**config.mk**
```make
export PLATFORM = sky130hd
export DESIGN_NAME = aes_round_ctrl
export DESIGN_NICKNAME = d
export VERILOG_FILES = /design/src/rtl/aes_round_ctrl.sv
export SDC_FILE = /design/constraint.sdc
export NUM_CORES = 1
export LEC_CHECK = 0
export CORE_AREA = 2 2 307 309
export DETAILED_ROUTE_END_ITERATION = 6
export DIE_AREA = 0 0 309 311
export PLACE_DENSITY = 0.51
export SLEW_MARGIN = 30
export SYNTH_ARGS = -nofsm -noshare
export SYNTH_HDL_FRONTEND = slang
export SYNTH_SLANG_ARGS = --single-unit
```
**constraint.sdc**
```tcl
create_clock -name clk -period 5.8 [get_ports clk]
set_clock_uncertainty 0.15 [all_clocks]
set_input_delay 0.58 -clock clk [delete_from_list [all_inputs] [get_ports clk]]
set_output_delay 0.58 -clock clk [all_outputs]
set_load 0.005 [all_outputs]
```
**src/rtl/aes_round_ctrl.sv**
```systemverilog
// AES-128 encryption round sequencer: steps stage_data through external SubBytes/ShiftRows,
// MixColumns and AddRoundKey units. Define AES_ROUND_CTRL_ABORT_EN to add the abort input.
`timescale 1ns/1ps
module aes_round_ctrl (
    input  logic         clk,
    input  logic         n_rst,
    input  logic         start,
`ifdef AES_ROUND_CTRL_ABORT_EN
    input  logic         abort,
`endif
    input  logic [127:0] data_in,
    input  logic [127:0] sb_sr_result,
    input  logic [127:0] mc_result,
    input  logic [127:0] ark_result,
    output logic [127:0] stage_data,
    output logic [3:0]   count_out,
    output logic         busy,
    output logic         done,
    output logic [127:0] data_out
);

    localparam logic [3:0] LAST_ROUND = 4'd10;

    typedef enum logic [2:0] {
        IDLE,
        INIT_ARK,
        SUBSHIFT,
        MIXCOL,
        ADDKEY,
        DONE
    } state_t;

    state_t       state_q, state_d;
    logic [127:0] stage_q, stage_d;
    logic [127:0] dout_q, dout_d;
    logic [3:0]   count_q, count_d;

    always_ff @(posedge clk or negedge n_rst) begin
        if (!n_rst) begin
            state_q <= IDLE;
            stage_q <= '0;
            dout_q  <= '0;
            count_q <= '0;
        end else begin
            state_q <= state_d;
            stage_q <= stage_d;
            dout_q  <= dout_d;
            count_q <= count_d;
        end
    end

    always_comb begin
        state_d = state_q;
        stage_d = stage_q;
        dout_d  = dout_q;
        count_d = count_q;
        case (state_q)
            IDLE: begin
                if (start) begin
                    stage_d = data_in;
                    count_d = '0;
                    state_d = INIT_ARK;
                end
            end
            INIT_ARK: begin
                stage_d = ark_result;
                count_d = 4'd1;
                state_d = SUBSHIFT;
            end
            SUBSHIFT: begin
                stage_d = sb_sr_result;
                // the final round has no MixColumns step
                state_d = (count_q < LAST_ROUND) ? MIXCOL : ADDKEY;
            end
            MIXCOL: begin
                stage_d = mc_result;
                state_d = ADDKEY;
            end
            ADDKEY: begin
                stage_d = ark_result;
                if (count_q >= LAST_ROUND) begin
                    dout_d  = ark_result;
                    state_d = DONE;
                end else begin
                    count_d = count_q + 4'd1;
                    state_d = SUBSHIFT;
                end
            end
            DONE: begin
                count_d = '0;
                state_d = IDLE;
            end
            default: begin
                count_d = '0;
                state_d = IDLE;
            end
        endcase
`ifdef AES_ROUND_CTRL_ABORT_EN
        // DONE is excluded so a finished block always reports completion
        if (abort && state_q != IDLE && state_q != DONE) begin
            state_d = IDLE;
            count_d = '0;
            stage_d = stage_q;
            dout_d  = dout_q;
        end
`endif
    end

    assign stage_data = stage_q;
    assign count_out  = count_q;
    assign data_out   = dout_q;
    assign busy       = (state_q != IDLE);
    assign done       = (state_q == DONE);

endmodule

```
Yosys cells after proc, flatten, opt, wreduce, memory -nomap -nowiden:

Index checks and enable logic that the tools add are counted.

* bits in registers: 263
* bits in latches: 0
* memory bits (writable): 0
* bits in read-only memories: 0
* input port bits: 515
* memories kept: 0

* $add $sub $neg: 1
* multipliers: 0
* div/mod/pow operators: 0
* order comparisons: 2
* equal/unequal tests: 7
* shifts and indexed selects: 0
* multiplexer cells: 9
* bitwise gates (word level): 1
* reductions and logical operators: 8

Operators with widths (number)
* $pmux W128 S4: 1
* $mux W128: 1
* $pmux W4 S4: 1
* $pmux W3 S5: 1
* $mux W3: 3
* $mux W4: 2
* $eq A3 B2 Y1 const B: 2
* $eq A3 B3 Y1 const B: 2
* $add A4 B1 Y4 const B: 1
* $ge A4 B4 Y1 const B: 1
* $lt A4 B4 Y1 const B: 1
* $ne A2 B2 Y1 const B: 2
* $reduce_and A2 Y1: 2
* $reduce_bool A4 Y1: 1
* $reduce_or A2 Y1: 2
* $eq A3 B1 Y1 const B: 1
* $logic_not A3 Y1: 1
* $reduce_and A3 Y1: 1
* $reduce_bool A3 Y1: 1
* $not A1 Y1: 1

Depth between registers and ports, before layout:

* word-level depth: 4
* mapped depth: 7
* gate-level depth less buffers: 5

Worst setup path after synthesis:

Ideal clock, no wire load.

* kind: reg2reg
* start: register count_q[0], in the netlist count_out[0]
* end: register dout_q[107], in the netlist data_out[107]
* library setup time: 0.125 ns
* data arrival time: 1.770 ns
* required time: 5.525 ns
* path slack: 3.755 ns
* stages on the path, launching flop included: 8
* path buffers: 2
* clock period less this slack: 2.045 ns
* cell sequence: dfrtp_1 -> inv_1 -> ha_1 -> o31a_1 -> nand2_1 -> buf_4 -> buf_6 -> mux2_4

* word-level cells in the longest chain between the ends: 2

RTL lines
* start: declaration: line 36 `logic [3:0] count_q, count_d;`
* start signal: assignment: line 48 `count_q <= count_d;`
* $ge A4 B4 Y1: line 81 `if (count_q >= LAST_ROUND) begin`
* $reduce_and A2 Y1 (no source line)
* end signal: assignment: line 47 `dout_q <= dout_d;`
* end: declaration: line 35 `logic [127:0] dout_q, dout_d;`

No other way between the ends.
A chain may end at the register's enable or synchronous reset.

Final worst setup path:

* start: register state_q[2]
* end: output done

* word-level cells in the longest chain between the ends: 1

RTL lines
* start: declaration: line 33 `state_t state_q, state_d;`
* start signal: assignment: line 45 `state_q <= state_d;`
* $eq A3 B3 Y1: line 113 `assign done = (state_q == DONE);`
* end: declaration: line 18 `output logic done,`

No other way between the ends.

==> flow_summary.ini <==
[power]
p_per_area_nw_per_um2 = 416
clkPwrFrac = 0.211
power.internal_w = 0.00685
ir_worst_vdd_v = 0.000199
p_leak_nw = 10.0
p_sw_w = 0.00403
swShare = 0.370
p_seq_frac = 0.270
comb_power_share = 0.519

[place]
placed_cells = 3124
io_buffers = 776
place_congestion = 0.844
hpwl_um = 54300
dp_slack_ps = 2590

[yosys]
ys_ff_latch = 263
synth_compound_area_frac = 0.187
syn_nets = 1734
synth-simple-area-share = 0.0568
synth_xor_xnor_area_share = 0.000545
synthAdderAreaFrac = 0.00156
synth.avg_cell_area_sq_um = 13.2
netlist_area_sq_um = 16100
synth_top_family_by_area = multiplexers
synth_area_leaders = dfrtp_1, mux4_2, mux2_4
synth_cells = 1217
yosysWarningCount = 0
synthTopCellsByCount = dfrtp_1, o21ai_0, nand2b_1
synth_cell_types = 37
async_flop_share = 1.00
yosysTopAreaCell = dfrtp_1
synthMuxAreaShare = 0.297
yosys_most_used_dff = dfrtp_1
synthDominantCellAreaShare = 0.410
ys_seq_area_frac = 0.410
synth-edff-count = 0
yosys.cell_count.top_type = dfrtp_1

[setup_path]
max_stage_delay_ps = 670
worst-endpoint-arrival_ps = 2660
crit_family = buffers and inverters
worst-path-buf-inv = 2
r2r_start = state_q[2]
startpoint_type = flop
worstRegToRegCells = 5
crit_chain = buf_4 > nor2b_1 > and2_1 > clkdlybuf4s50_1
cp.required_ps = 5070
crit_slowest_cell = buf_4
crit_fanout = 71
reg2reg_slack_ps = 2660
worstSetupPathDepth = 4
path_class = flop to output port
crit_path_end_kind = output port
timing.rr.end = stage_data[86]

[sta]
min_period_ps = 3390
rsz0062_at_grt = false
finalWorstSetupSlack_ps = 2410
finalSetupViolCount = 0
fin_tns_setup_ps = 0
post-route-period-util = 0.584
finalHoldViolCount = 0
drv_slew = 0
fmax_ghz = 0.295
max_slew.worst_pin.slew_ps = 976
maxSlewHeadroom = 0.349

[floorplanning]
die_y_um = 311
die_w_um = 309
initial_utilization = 0.173
boundaryPins = 777
die-area_sq_um = 96100
row_count = 112
core_area_sq_um = 92800

[clocking]
clk_pin_slew_ps = 60
tritoncts = built
cts_inserted_buffers = 35
htree_levels = 2
post-cts-setup-buffer-count = 0
clock_latency_ps = 530
cts_sinks = 263
clockBufferDepth = 3
cts_root_buf = clkbuf_16

[drt]
firstDrtPassIters = 5
routed_wl_um = 74100
final_antenna_net_count = 0
post-route-drc-count = 0
post_drt_wl_per_cell_um = 23.2
avgViaCountPerCell = 4.56
drtIter0Drc = 884
vias = 14500

[run]
cap_violations = 0

[grt]
antenna_found_initial = 2
grt_pass1_wl_um = 107000
grt.total_usage = 0.147
grt_max_degree = 145
grt_remaining_overflow = 0
grt_pass1_vias = 15500

[outcome]
status = complete, no violations

[cells_and_area]
drive_gt1_frac = 0.175
finalNetCount = 2426
area_growth_pct = 62.8
fin_cells = 3189

[worst_hold_path]
holdPathStages = 1
hold_path.class = flop to flop
min_from = data_out[124]
holdPathEnd = data_out[124]
routing by layer:
metal / track usage / part of all wire / vias up / routed length (um)
met5: 0 / 0 / - / 0
met4: 0.0460 / 0.030 / 0 / 2250
met3: 0.0321 / 0.072 / 114 / 5350
met2: 0.263 / 0.51 / 662 / 38000
met1: 0.174 / 0.38 / 7502 / 28500
li1: - / - / 6268 / -
flip-flops by register name, summed over array words and instances, names as in the netlist:
| signal | cells |
|---|---|
| state_q | 3 |
| data_out | 128 |
| stage_data | 128 |
| count_out | 4 |
layout make-up:
class                      count  area [sq um]
sequential                   263          6590
inverter                       4          22.5
multi-input combinational    807          8750
tap                         1254          1570
clock buffer                  52          1030
fill                        9525         66600
antenna                        2          5.00
timing repair buffer         798          8010
clock inverter                 9           154
power groups by stage:
stage,logic (W),registers [W],clock network [W]
floorplan,0.00323,0.00281,0
global placement,0.00565,0.00293,0
detailed placement,0.00574,0.00296,0
CTS,0.00576,0.00295,0.00238
global route,0.00609,0.00303,0.00245
finish,0.00565,0.00294,0.00229
cells in the final DEF (no fill, tap or decap), types with 2 or more instances in the layout:
cell type,n
nor2b_1,3
nand3_1,2
o21ai_0,131
clkinvlp_4,2
bufinv_16,4
a31oi_1,2
diode_2,2
clkdlybuf4s50_1,774
a22oi_1,2
a2bb2oi_1,128
dfrtp_1,260
or2_4,2
mux2_4,120
ha_1,2
o221ai_1,128
nand2b_1,130
mux2_2,8
clkinv_2,2
buf_12,4
clkbuf_16,37
mux4_2,128
nand2_1,5
dfrtp_4,3
inv_1,3
buf_4,17
clkbuf_8,5
clkbuf_1,10
repair_timing:
item | 4_1_cts | 5_1_grt
endpoints found under the setup margin | 0 | 0
hold buffers | 1 | 0
hold endpoints to repair | 71 | 0
resized for setup | 0 | 0
cells by family after synthesis:
kind of cell | count (synthesis)
simple gates | 147
fa+ha+maj | 2
flops | 263
compound gates | 401
xor+xnor | 1
mux | 256
buf+inv | 147
worst max-delay path by stage:
stage / from / to / slack [ps]
2_1_floorplan: count_out[0] / data_out[107] / 3750
3_3_place_gp: state_q[1] / stage_data[15] / 2650
3_5_place_dp: state_q[1] / stage_data[14] / 2590
4_1_cts: state_q[2] / done / 2330
5_1_grt: state_q[2] / done / 2240
6_report: state_q[2] / done / 2410
through the flow:
stage	utilization	total power [W]	hold WS, ps	instance area (sq um)
floorplan	-	0.00604	134	16100
global placement	0.268	0.00858	341	24900
detailed placement	0.268	0.00870	340	24900
CTS	0.281	0.0111	356	26100
global route	0.282	0.0116	369	26100
finish	0.282	0.0109	356	26100
No activity file was read; power rests on OpenSTA's default activity.
